$ cat config.mk
export PLATFORM = sky130hd
export DESIGN_NAME = program_loader_flat
export DESIGN_NICKNAME = d
export VERILOG_FILES = /design/src/rtl/program_loader_pkg.sv /design/src/rtl/program_loader_if.sv /design/src/rtl/program_loader_instr_ram.sv /design/src/rtl/program_loader.sv /design/src/flat_wrapper.sv
export SDC_FILE = /design/constraint.sdc
export NUM_CORES = 1
export LEC_CHECK = 0
export BUFFER_PORTS_ARGS = -buffer_cell sky130_fd_sc_hd__clkbuf_2
export CAP_MARGIN = 0
export CORE_MARGIN = 4
export CORE_UTILIZATION = 60
export DETAILED_ROUTE_END_ITERATION = 8
export GPL_TIMING_DRIVEN = 1
export PLACE_DENSITY = 0.77
export REMOVE_ABC_BUFFERS = 1
export SYNTH_ARGS = -nofsm -noshare
export SYNTH_HDL_FRONTEND = slang
export SYNTH_SLANG_ARGS = --single-unit
$ cat constraint.sdc
create_clock -name PCLK -period 2.95 [get_ports PCLK]
set_clock_uncertainty 0.1 [all_clocks]
set_input_delay 0.4425 -clock PCLK [delete_from_list [all_inputs] [get_ports PCLK]]
set_output_delay 0.4425 -clock PCLK [all_outputs]
set_load 0.01 [all_outputs]
$ cat src/rtl/program_loader_pkg.sv
// rtl/program_loader_pkg.sv - shared constants and loader state encoding
package program_loader_pkg;

    localparam int INSTR_W = 16;
    localparam int DEPTH   = 32;
    localparam int ADDR_W  = 5;
    localparam int BYTE_W  = 8;
    localparam int CNT_W   = 6;

    localparam logic [INSTR_W-1:0] HALT_WORD = 16'hFFFF;

    typedef enum logic [2:0] {
        ST_IDLE    = 3'd0,
        ST_RECV_HI = 3'd1,
        ST_RECV_LO = 3'd2,
        ST_FILL    = 3'd3,
        ST_DONE    = 3'd4
    } loader_state_t;

endpackage

$ cat src/rtl/program_loader_if.sv
// rtl/program_loader_if.sv - program byte stream handshake into the loader
interface program_loader_if;
    import program_loader_pkg::*;

    logic [BYTE_W-1:0] rx_data;
    logic              rx_valid;
    logic              rx_ready;

    modport master (output rx_data, output rx_valid, input  rx_ready);
    modport slave  (input  rx_data, input  rx_valid, output rx_ready);

endinterface

$ cat src/rtl/program_loader_instr_ram.sv
// rtl/program_loader_instr_ram.sv - DEPTH x INSTR_W instruction memory, one write port, one registered read port
module program_loader_instr_ram
    import program_loader_pkg::*;
(
    input  logic               clk_i,
    input  logic               we_i,
    input  logic [ADDR_W-1:0]  waddr_i,
    input  logic [INSTR_W-1:0] wdata_i,
    input  logic [ADDR_W-1:0]  raddr_i,
    output logic [INSTR_W-1:0] rdata_o
);

    logic [INSTR_W-1:0] mem_q [DEPTH];

    // Non-blocking read and write on the same edge give read-before-write.
    always_ff @(posedge clk_i) begin
        if (we_i) begin
            mem_q[waddr_i] <= wdata_i;
        end
        rdata_o <= mem_q[raddr_i];
    end

endmodule

$ cat src/rtl/program_loader.sv
// rtl/program_loader.sv - loads a byte-stream program into instruction memory, then serves reads by pc
module program_loader
    import program_loader_pkg::*;
(
    input  logic               PCLK,
    input  logic               RST,
    input  logic               load_start,
    program_loader_if.slave    rx,
    output logic               load_done,
    output logic [CNT_W-1:0]   load_count,
    input  logic [ADDR_W-1:0]  pc,
    output logic [INSTR_W-1:0] instr_out
);

    loader_state_t      state_q, state_d;
    logic [ADDR_W-1:0]  wr_addr_q, wr_addr_d;
    logic [BYTE_W-1:0]  hi_byte_q, hi_byte_d;
    logic [CNT_W-1:0]   load_count_q, load_count_d;
    logic               load_done_q;
    logic               rd_valid_q;

    logic               mem_we;
    logic [INSTR_W-1:0] mem_wdata;
    logic [INSTR_W-1:0] mem_rdata;
    logic [INSTR_W-1:0] rx_word;
    logic               accept;
    logic               last_addr;

    assign rx.rx_ready = (state_q == ST_RECV_HI) || (state_q == ST_RECV_LO);
    assign accept      = rx.rx_valid && rx.rx_ready;
    assign rx_word     = {hi_byte_q, rx.rx_data};
    assign last_addr   = (wr_addr_q == ADDR_W'(DEPTH - 1));

    always_comb begin
        state_d      = state_q;
        wr_addr_d    = wr_addr_q;
        hi_byte_d    = hi_byte_q;
        load_count_d = load_count_q;
        mem_we       = 1'b0;
        mem_wdata    = rx_word;

        // Restart wins over everything, including a byte accepted this cycle.
        if (load_start) begin
            state_d      = ST_RECV_HI;
            wr_addr_d    = '0;
            load_count_d = '0;
        end else begin
            case (state_q)
                ST_IDLE: ;
                ST_RECV_HI: begin
                    if (accept) begin
                        hi_byte_d = rx.rx_data;
                        state_d   = ST_RECV_LO;
                    end
                end
                ST_RECV_LO: begin
                    if (accept) begin
                        mem_we       = 1'b1;
                        load_count_d = load_count_q + CNT_W'(1);
                        if (last_addr) begin
                            state_d = ST_DONE;
                        end else if (rx_word == HALT_WORD) begin
                            wr_addr_d = wr_addr_q + ADDR_W'(1);
                            state_d   = ST_FILL;
                        end else begin
                            wr_addr_d = wr_addr_q + ADDR_W'(1);
                            state_d   = ST_RECV_HI;
                        end
                    end
                end
                ST_FILL: begin
                    // Pad the tail so a pc running past the program reads HALT.
                    mem_we    = 1'b1;
                    mem_wdata = HALT_WORD;
                    if (last_addr) begin
                        state_d = ST_DONE;
                    end else begin
                        wr_addr_d = wr_addr_q + ADDR_W'(1);
                    end
                end
                ST_DONE: ;
                default: state_d = ST_IDLE;
            endcase
        end
    end

    always_ff @(posedge PCLK or posedge RST) begin
        if (RST) begin
            state_q      <= ST_IDLE;
            wr_addr_q    <= '0;
            hi_byte_q    <= '0;
            load_count_q <= '0;
            load_done_q  <= 1'b0;
            rd_valid_q   <= 1'b0;
        end else begin
            state_q      <= state_d;
            wr_addr_q    <= wr_addr_d;
            hi_byte_q    <= hi_byte_d;
            load_count_q <= load_count_d;
            load_done_q  <= (state_d == ST_DONE);
            rd_valid_q   <= 1'b1;
        end
    end

    program_loader_instr_ram u_instr_ram (
        .clk_i   (PCLK),
        .we_i    (mem_we),
        .waddr_i (wr_addr_q),
        .wdata_i (mem_wdata),
        .raddr_i (pc),
        .rdata_o (mem_rdata)
    );

    // The RAM read register has no reset; gate it so instr_out reads 0 out of reset.
    assign instr_out  = rd_valid_q ? mem_rdata : '0;
    assign load_done  = load_done_q;
    assign load_count = load_count_q;

endmodule

$ cat src/flat_wrapper.sv
// flat-port wrapper written by rule: the top's interface ports become plain ports
module program_loader_flat import program_loader_pkg::*;
  (PCLK, RST, load_start, load_done, load_count, pc, instr_out, rx_rx_data, rx_rx_valid, rx_rx_ready);
  program_loader_if rx_i ();
  input  logic PCLK;
  input  logic RST;
  input  logic load_start;
  output logic load_done;
  output logic [CNT_W-1:0] load_count;
  input  logic [ADDR_W-1:0] pc;
  output logic [INSTR_W-1:0] instr_out;
  input wire logic [$bits(rx_i.rx_data)-1:0] rx_rx_data;
  input wire logic [$bits(rx_i.rx_valid)-1:0] rx_rx_valid;
  output wire logic [$bits(rx_i.rx_ready)-1:0] rx_rx_ready;
  assign rx_i.rx_data = rx_rx_data;
  assign rx_i.rx_valid = rx_rx_valid;
  assign rx_rx_ready = rx_i.rx_ready;
  program_loader u_core (.PCLK(PCLK), .RST(RST), .load_start(load_start), .rx(rx_i), .load_done(load_done), .load_count(load_count), .pc(pc), .instr_out(instr_out));
endmodule
==> metrics <==
Ports=41; Sequential cell area=0.0163 sq mm; crit-path cells=and2_1 -> clkbuf_2; Synth cell types=44; total power=0.0163 W; Max stage delay on crit path=0.82 ns; yosys warns=0; CTS tree=done; clock buffer depth=3; Hold Crit Class=input port to flop; area leader, netlist=edfxtp_1; DR WL/cell=28.0 microns; status=finished clean; synth cell count leaders=512 x edfxtp_1, 259 x mux2i_1, 64 x a22oi_1, 50 x nor2_1, 41 x nand2_1; R2R Path Start=u_core.state_q[2]; nature of the critical path endpoint=output port; RSZ-0062 raised after global routing=false; Critical Path AT=1.90 ns; drt total wl=53.1 mm; Tot GR Track Use=27.0%; flop-to-flop setup slack=0.70 ns; PwrDens=660 mW/mm^2; register clock-pin slew on the reported worst setup and hold paths=0.06 ns; Top delay family on crit path=flip-flops; Via Count=12200; Synth-to-Final Area Change=13.2%; GR Overflow Total=0; Finished Layout Cells=1899; Inst Count DP=1804; WS Path Type=flop to output port; most common cell in the netlist=edfxtp_1; worst path buffer plus inverter count=1; Min-Delay Endpoint=u_core.hi_byte_q[5]; post-synth top area share=70.2%; die width=199 microns; fin util=69.3%; die span in y=199 microns; VDD IR max=0.513 mV; register area share after synthesis=74.4%; final setup fails=0; worst rel slew slack=41.0%; Pleak=8.96 nW; area of the multi-input gates=0.00509 sq mm; Startpoint Class=flop; NumNets Final=1420; HPWL after DPL=30.4 mm; Synth area leaders=edfxtp_1 70%, mux2i_1 12%, dfrtp_1 2.7%; CTS Sinks=552; crit share post-route=82.7%; pre-CTS worst setup slack=0.720 ns; Worst-Skew Late Latency=0.60 ns; CP max stage cell=dfrtp_1; die area=0.0396 sq mm; Critical Path RT=2.41 ns; Async SR Flop Fraction=4.35%; CTS H-tree lvls=2; max frequency=410 MHz; hold path cells=2; # resized after CTS=0; Primary FF master, synth=edfxtp_1; Post-synth EDFFs=512; Critical Path Source=u_core.rd_valid_q; Post-DRT Antenna Nets=0; I/O Buffers=40; num rows=69; Worst Path Max Fanout=16; Worst Max-Slew Pin Slew=0.884 ns; fin. max-slew vios=0; worst r2r dst=u_core.u_instr_ram.mem_q[22][8]; Post-Syn Area=0.0219 sq mm; drt initial violations=1523; Hold Vio Cnt, Final=0; maxcap violations=0; first-pass GRT wire length=77.2 mm; initial antenna violation count=1; crit path time final=2.44 ns; Core Footprint=0.0357 sq mm; first drt pass iteration count=6; Synth Area per Inst=17.1 sq um; initial core utilization=61.3%; reg2reg path depth=5; # DRC=0; final worst slack=0.509 ns; vias in the first global route=12000; Synth Register Bits=552; TNS Setup=0 ns; n_diodes=0; FILL cells=2252; Synth Instances=1282; Hold Startpoint=rx_rx_data[5]; largest net degree at the start of global routing=65; layout cells sized above 1=17.2%; Via density=6.43; CTS buffer count=51; Routability Congestion=0.851; root buffer cell=clkbuf_16
-- kinds of logic (layout without fill, tap and decap cells) --
group                      count (synthesis)  in the layout  share of synthesized area [%]
AOI/OAI and AO/OA                        149            149                           4.84
and+or+nand+nor                          221            221                           5.19
DFF                                      552            552                           74.4
other                                      1              1                         0.0171
adders and majority gates                  6              6                          0.343
buffers and inverters                     77            233                           2.43
xor gates and xnor gates                   9              9                          0.360
muxes                                    267            267                           12.4
-- worst max-delay path by stage --
stage / end / slack [ns] / cells after the start
2_1_floorplan: u_core.u_instr_ram.rdata_o[0] / -0.39 / 4
3_3_place_gp: u_core.u_instr_ram.rdata_o[7] / 0.70 / 7
3_5_place_dp: u_core.u_instr_ram.mem_q[24][11] / 0.72 / 5
4_1_cts: instr_out[6] / 0.49 / 2
5_1_grt: instr_out[6] / 0.46 / 2
6_report: instr_out[6] / 0.51 / 2
-- placed cells by master, fill, tap and decap left out, types with 4 or more instances in the layout --
cell,count
ha_1,6
clkinv_2,11
clkbuf_1,10
nand2_1,41
edfxtp_1,512
nand3_1,33
xor2_1,6
dfxtp_1,16
and2_1,16
clkbuf_2,39
nor2_1,50
mux2_4,8
dfrtp_1,24
clkbuf_8,5
clkinv_1,9
inv_1,4
clkbuf_16,51
buf_12,25
a21oi_1,34
or2_2,18
buf_4,69
a22o_1,32
a22oi_1,64
nor3_1,18
nand4_1,22
a31oi_1,16
mux2i_1,259
-- where the power goes --
group          internal, W  switching (W)  leakage (nW)
clock network      0.00341        0.00278         0.770
registers          0.00887      0.0000748          5.04
logic             0.000466       0.000754          3.15
total               0.0127        0.00361          8.96
-- sequential cells by signal, summed over array words and instances (netlist names) --
register and flops:
u_core.load_count 6, u_core.u_instr_ram.rdata_o 16, u_core.u_instr_ram.mem_q 512, u_core.wr_addr_q 5, u_core.hi_byte_q 8, u_core.state_q 3, u_core.rd_valid_q 1, u_core.load_done 1
-- metal layers --
| metal | track usage [%] | vias to the layer above | wire (microns) |
|---|---|---|---|
| met1 | 38.6 | 6103 | 20700 |
| met2 | 41.6 | 754 | 24700 |
| met4 | 11.5 | 0 | 2200 |
| met3 | 5.22 | 113 | 5490 |
| li1 | - | 5236 | - |
| met5 | 0 | - | 0 |
-- final cells by class --
cell class              instances  area share [%]
inverters                       4          0.0606
flip-flops and latches        552            65.7
clock inverters                28           0.772
multi-input cells             653            20.5
clock buffers                  66            5.58
well taps                     461            2.33
repair buffers                135            5.00
-- metrics by stage --
| step | hold WS, ns | instance area [sq um] |
|---|---|---|
| 2_1_floorplan | 0.357 | 21400 |
| 5_1_grt | 0.0166 | 24800 |
| 4_1_cts | 0.00578 | 24800 |
| 6_report | 0.0308 | 24800 |
| 3_5_place_dp | 0.440 | 23200 |
| 3_3_place_gp | 0.424 | 23200 |
-- repair_timing --
action / 4_1_cts / 5_1_grt
hold buffers: 1 / 0
setup buffers: 0 / 0
hold endpoints to repair: 24 / 0
No activity file was read; power rests on OpenSTA's default activity.
